File: src/rtl/cordic_fm_demod.sv
// cordic_fm_demod: CORDIC sequencer + FM phase-difference discriminator with DECIM averaging and output FIFO; CORDIC_FM_DEMOD_TIMEOUT_EN enables the WAIT watchdog.
module cordic_fm_demod #(
  parameter int DECIM = 4,
  parameter int DEPTH = 16
) (
  input  logic                     clk,
  input  logic                     reset,
  input  logic                     s_valid,
  output logic                     s_ready,
  input  logic [7:0]               s_i,
  input  logic [7:0]               s_q,
  output logic                     cor_start,
  output logic [7:0]               cor_x,
  output logic [7:0]               cor_y,
  input  logic [15:0]              cor_angle,
  input  logic                     cor_done,
  input  logic                     cor_ready,
  output logic                     m_valid,
  input  logic                     m_ready,
  output logic [15:0]              m_data,
  output logic [$clog2(DEPTH):0]   count,
  output logic                     overflow,
  output logic                     timeout
);
  localparam int LD = $clog2(DECIM);
  localparam int LA = $clog2(DEPTH);
  localparam int SW = 16 + LD;
  typedef enum logic [1:0] {IDLE, WAIT, ACC} state_t;
  state_t state_q;
  logic [15:0] ang_q, prev_q;
  logic have_prev_q;
  logic signed [SW-1:0] sum_q, sum_d, diff_x;
  logic [LD:0] cnt_q, cnt_d;
  logic signed [15:0] diff;
  logic [15:0] avg;
  logic [15:0] mem_q [DEPTH];
  logic [LA-1:0] wr_q, rd_q;
  logic [LA:0] count_q;
  logic push, pop, wr_ok, wd_exp;
  // Native 16-bit wrap makes the phase difference correct across the +/-pi seam.
  assign diff = ang_q - prev_q;
  assign diff_x = diff;
  assign sum_d = sum_q + diff_x;
  assign cnt_d = cnt_q + 1'b1;
  assign avg = 16'(sum_d >>> LD);
  assign push = state_q == ACC && have_prev_q && cnt_d == (LD+1)'(DECIM);
  assign pop = m_valid && m_ready;
  assign wr_ok = push && (count_q != (LA+1)'(DEPTH) || pop);
  assign s_ready = state_q == IDLE && cor_ready;
  assign m_valid = count_q != '0;
  assign m_data = m_valid ? mem_q[rd_q] : 16'h0000;
  assign count = count_q;
`ifdef CORDIC_FM_DEMOD_TIMEOUT_EN
  logic [5:0] wd_q;
  assign wd_exp = state_q == WAIT && !cor_done && &wd_q;
  always_ff @(posedge clk) begin
    if (reset) begin
      wd_q <= '0;
      timeout <= 1'b0;
    end else begin
      wd_q <= state_q == WAIT ? wd_q + 1'b1 : 6'd0;
      if (wd_exp) timeout <= 1'b1;
    end
  end
`else
  assign wd_exp = 1'b0;
  assign timeout = 1'b0;
`endif
  always_ff @(posedge clk) begin
    if (reset) begin
      state_q <= IDLE;
      cor_start <= 1'b0;
      cor_x <= '0;
      cor_y <= '0;
      ang_q <= '0;
      prev_q <= '0;
      have_prev_q <= 1'b0;
      sum_q <= '0;
      cnt_q <= '0;
      wr_q <= '0;
      rd_q <= '0;
      count_q <= '0;
      overflow <= 1'b0;
    end else begin
      cor_start <= 1'b0;
      case (state_q)
        IDLE: if (s_valid && s_ready) begin
          cor_x <= s_i;
          cor_y <= s_q;
          cor_start <= 1'b1;
          state_q <= WAIT;
        end
        WAIT: if (cor_done) begin
          ang_q <= cor_angle;
          state_q <= ACC;
        end else if (wd_exp) state_q <= IDLE;
        ACC: begin
          state_q <= IDLE;
          prev_q <= ang_q;
          have_prev_q <= 1'b1;
          if (have_prev_q) begin
            sum_q <= push ? '0 : sum_d;
            cnt_q <= push ? '0 : cnt_d;
          end
        end
        default: state_q <= IDLE;
      endcase
      if (wr_ok) wr_q <= wr_q + 1'b1;
      if (pop) rd_q <= rd_q + 1'b1;
      if (push && !wr_ok) overflow <= 1'b1;
      count_q <= count_q + (LA+1)'(wr_ok) - (LA+1)'(pop);
    end
  end
  always_ff @(posedge clk) if (wr_ok) mem_q[wr_q] <= avg;
endmodule

File: config.mk
export PLATFORM = sky130hd
export DESIGN_NAME = cordic_fm_demod
export DESIGN_NICKNAME = d
export VERILOG_FILES = /design/src/rtl/cordic_fm_demod.sv
export SDC_FILE = /design/constraint.sdc
export NUM_CORES = 1
export LEC_CHECK = 0
export BUFFER_PORTS_ARGS = -buffer_cell sky130_fd_sc_hd__buf_2
export CAP_MARGIN = 20
export CORE_ASPECT_RATIO = 1.5
export CORE_UTILIZATION = 50
export DETAILED_ROUTE_END_ITERATION = 7
export GPL_ROUTABILITY_DRIVEN = 1
export PLACE_DENSITY = 0.67
export RECOVER_POWER = 100
export SLEW_MARGIN = 15
export SYNTH_ARGS = -nofsm -noshare
export SYNTH_HDL_FRONTEND = slang
export SYNTH_SLANG_ARGS = --single-unit
File: constraint.sdc
create_clock -name clk -period 5.1 [get_ports clk]
set_clock_uncertainty 0.15 [all_clocks]
set_input_delay 0.255 -clock clk [delete_from_list [all_inputs] [get_ports clk]]
set_output_delay 0.255 -clock clk [all_outputs]
set_load 0.005 [all_outputs]
==> results <==
- The number of global-route vias before repair is 8,941.
- After synthesis, the largest area contributor takes up 51.6% of total cell area.
- Relative to the synthesized area, the layout overhead comes to 15.5%.
- The share of total power dissipated in the clock network is 35.3%.
- The worst setup path is launched from a flip-flop.
- The endpoint identified for the worst register-to-register timing path is mem_q[6][15]$_DFFE_PP_.
- For this run, design rule violations remaining after detail routing come to 0.
- The worst min-delay path startpoint is s_valid.
- After synthesis, the most frequently instantiated cells are edfxtp_1 (256), nand2_1 (125), dfxtp_1 (91).
- The power density normalized to cell area is 410 mW/mm².
- The worst min-delay path class is input pin to flip-flop.
- The number of gates resized after CTS was 0.
- The clock insertion delay at the later pin of the skew report is 0.56 ns.
- After clock tree synthesis, the clock-pin slew on the worst setup and hold paths is 0.07 ns.
- The clock period could shrink to 4.59 ns.
- The maximum root-to-sink buffer count is 3.
- The maximum number of pins on one net before global-route repair is 62.
- The detailed-router iteration count before antenna repair is 6.
- The number of instances in the placed design is 1,486.
- The wire length of the first global-routing pass is 48,900 µm.
- The post-synthesis sequential area ratio is 63.8%.
- The slew at the pin closest to its max-slew limit is 2.69 ns.
- The total number of cells along the worst setup path is 18.
- Summing all non-filler instances in the final layout gives an area of 0.0172 mm².
- In the final routed layout, each cell accounts on average for 19.8 µm.
- Setup repair after global routing left no endpoint under its margin.
- The number of cells on the worst reg-to-reg path is 18.
- In this design, the largest share of critical-path delay is due to compound AO/OA/AOI/OAI gates.
- The total clock buffers created by CTS is 30.
- In this run, synthesis produced a sequential element count of 347.
- The maximum VDD drop is 235 µV.
- The overall fraction of global-route tracks in use is 21.4%.
- In this design, the critical path's most frequently occurring cell is a21o_1.
- Net switching is 24.7% of the power.
- The final-report hold violation count was 0.
- The initial antenna violation count is 0.
- Setup violations remaining at the end of the flow were counted as 0.
- The setup check on the worst reg-to-reg path leaves a slack of 0.51 ns.
- The sort of element at the end of the critical path is a flip-flop.
- The detail route stage leaves a number of antenna-violating nets equal to 0.
- The number of nets in the synthesized netlist is 1,111.
- The share of post-route cells with drive strength above 1 is 19.6%.
- The worst path arrival time is 4.81 ns.
- The remaining max-slew budget at the tightest pin is -79.5%.
- The number of buffers and inverters on the critical path is 2.
- For this run, the number of standard cells in the final layout without fillers is 1,578.
- The area of the mapped netlist is 0.0149 mm².
- The delay contributed by the slowest stage of the critical path is 0.42 ns.
- The worst path uses 90.0% of the clock period.
- The detail-routed via count per cell is 5.52.
- Among all flip-flop cells after synthesis, the most frequent one is edfxtp_1.
- The cell count after synthesis is 1,026.
- The worst reg2reg path startpoint is ang_q[0]$_SDFFE_PP0P_.
- After the last flow step, the layout net total stands at 1,244.
- CTS built an H-tree with a depth of 1.
- The per-instance average area after synthesis is 14.5 µm².
- The final reports fail on capacitance limit, slew limit.
- The number of buffers added on ports is 78.
- The worst hold path was traced through 4 stages.
- STA puts the critical path data required time at 5.32 ns.
- The final-layout setup total negative slack is 0 ns.
- The core area is 0.0294 mm².
- Traced cell by cell, the critical path runs through inv_1 > ha_1 > fa_1 > nor2b_1 > o21ai_0 > a21o_1 > a311o_1 > o21a_1 > nand3_1 > o211ai_1 > ha_1 > a21o_1 > a21o_1 > a21oi_1 > o211ai_1 > xnor2_1 > xnor2_1 > clkbuf_2.
- The reported net switching power is 0.00174 W.
- Yosys mapped a number of flops with a built-in enable equal to 256.
- The final worst slack is 0.510 ns.
- The number of setup buffers added after CTS is 0.
- Internal power comes to 0.00531 W.
- The die footprint is 0.0305 mm².
- For this design, the slowest cell found on the critical path is fa_1.
- In this run the clock root is driven by a clkbuf_16.
- The estimated wirelength of the detail-placed design is 19,100 µm.
- In this run the vertical extent of the chip is 213 µm.
- The standard cell area after detailed placement is 0.0159 mm².
- The detailed router finished its first iteration with 489 violations.
- OpenSTA, run right after detailed placement, puts the worst setup slack at 0.131 ns.
- The share of total power dissipated in combinational logic is 18.1%.
- The effective utilization at floorplan is 50.7%.
- The site row count is 77.
- Fill cells in the final layout number 2,292.
- Across all hold checks on the routed design, the worst slack comes to 0.178 ns.
- The die is 143 µm wide.
- After synthesis, the cell types taking the most area are edfxtp_1 (52%), dfxtp_1 (12%), mux4_2 (12%).
- TritonCTS built the clock tree.
- The number of antenna diodes in the final layout is 0.
- The tool flagged a number of max-cap violations equal to 1.
- The number of different library cells used by synthesis comes to 68.
- The top-level port count is 80.
- The most frequent cell after synthesis is edfxtp_1.
- The final count of pins violating max slew is 62.
- For this block, the via count after detailed routing is 8,711.
- Of all nets on the critical path, the largest fanout is 14.
- For this design, the sink count on the clock tree is 347.
- The run finished, with violations left.
- Counting flops with an async set or reset pin after synthesis yields a share of 0%.
- The total overflow left after global routing is 0.
- The post-synthesis cell type with the largest combined area is edfxtp_1.
- The type of the setup path with the least slack is flip-flop to flip-flop.
- Derived from the worst setup path, the maximum achievable clock frequency is 0.218 GHz.
- The final weighted congestion in routability-driven placement is 0.798.
- The sequential group share of total power is 46.6%.
- In this run the static leakage power is 5.97 nW.
- The number of warnings printed during yosys synthesis is 0.
- For this block, the routed nets add up to 31,200 µm of wire.
- For hold timing, the worst endpoint is cor_x[0]$_SDFFE_PP0P_.
## routing by layer
metal | up-vias | wire length, µm | track usage (%)
met5 | - | 0 | 0
met4 | 0 | 863 | 7.45
met3 | 54 | 1250 | 2.41
met2 | 212 | 17200 | 40.8
met1 | 4337 | 11900 | 24.4
li1 | 4108 | - | -
## repair_timing
| item | 4_1_cts | 5_1_grt |
|---|---|---|
| hold buffers | 35 | 0 |
| endpoints found under the hold margin | 38 | 0 |
| endpoints found under the setup margin | 0 | 0 |
## power groups by stage
| stage | sequential (W) | combinational, W | clock, W |
|---|---|---|---|
| final | 0.00329 | 0.00128 | 0.00249 |
| after global placement | 0.00336 | 0.00128 | 0 |
| after floorplan | 0.00325 | 0.00101 | 0 |
| after CTS | 0.00330 | 0.00133 | 0.00253 |
| after detailed placement | 0.00336 | 0.00130 | 0 |
| after global routing | 0.00331 | 0.00141 | 0.00264 |
## cell usage in the layout (no fill, tap or decap), types with 3 or more instances in the layout
cell           Yosys  layout
a21o_1             9       9
a21oi_1           77      77
a22oi_1            6       6
a32o_1             3       3
a32oi_1            4       4
and2_0             0       3
and2_1             8       5
buf_2             10      48
buf_4              3       9
bufinv_16          0       5
clkbuf_1          26      39
clkbuf_16          0      34
clkbuf_2           0      18
clkinv_2           0       8
dfxtp_1           91      89
dlygate4sd3_1      0      35
edfxtp_1         256     256
fa_1               3       3
ha_1              44      44
inv_1             37      37
mux2i_1            5       5
mux4_2            80      80
nand2_1          125     125
nand2b_1          11      11
nand3_1           11      12
nand4_1            5       5
nor2_1            58      50
nor2_2             1      10
nor2b_1           25      25
nor3_1            11      11
o21a_1             8       8
o21ai_0           14      15
o21bai_1           4       4
or3_1              3       3
xnor2_1           23      23
xor2_1            10      10
## logic make-up after synthesis
logic type               Yosys count  synth area share, %
XOR/XNOR                          34                 2.13
adder cells (fa/ha/maj)           47                 4.10
other                              1               0.0252
flip-flops                       347                 63.8
AO/OA/AOI/OAI                    151                 6.53
AND/OR/NAND/NOR                  275                 8.58
buffers and inverters             85                 2.30
multiplexers                      86                 12.5
## state kept, by name, indices dropped and copies added (netlist names), 2 cells and up, named ones only
signal / flops
rd_q: 4
wr_q: 4
state_q: 2
sum_q: 18
count: 5
cor_y: 8
cnt_q: 3
ang_q: 16
mem_q: 256
prev_q: 16
cor_x: 8
## worst max path at each step
stage	start	endpoint	slack, ns
CTS	ang_q[0]$_SDFFE_PP0P_	mem_q[12][15]$_DFFE_PP_	0.10
floorplan	ang_q[0]$_SDFFE_PP0P_	mem_q[0][15]$_DFFE_PP_	0.86
detailed placement	ang_q[0]$_SDFFE_PP0P_	mem_q[1][15]$_DFFE_PP_	0.13
global route	ang_q[0]$_SDFFE_PP0P_	mem_q[5][14]$_DFFE_PP_	0.17
global placement	ang_q[0]$_SDFFE_PP0P_	mem_q[0][15]$_DFFE_PP_	0.25
finish	ang_q[0]$_SDFFE_PP0P_	mem_q[6][15]$_DFFE_PP_	0.51
## per-stage QoR
step / util [%] / total power (W)
6_report: 58.5 / 0.00706
5_1_grt: 58.5 / 0.00736
4_1_cts: 59.1 / 0.00716
3_5_place_dp: 54.1 / 0.00466
3_3_place_gp: 54.1 / 0.00464
2_1_floorplan: - / 0.00426
## worst min-delay path, stage by stage
cell and delay (ns):
buf_2 0.10, and2_1 0.30, nand2_1 0.14, a21oi_1 0.05
## area by class of cell
type | instances | area (µm²) | area share [%]
flip-flops and latches | 347 | 9510 | 55.3
multi-input cells | 594 | 5040 | 29.3
repair buffers | 148 | 906 | 5.27
clock buffers | 36 | 860 | 5.00
well taps | 395 | 494 | 2.87
clock inverters | 20 | 244 | 1.42
inverters | 38 | 143 | 0.829
(Power assumes the default switching activity.)
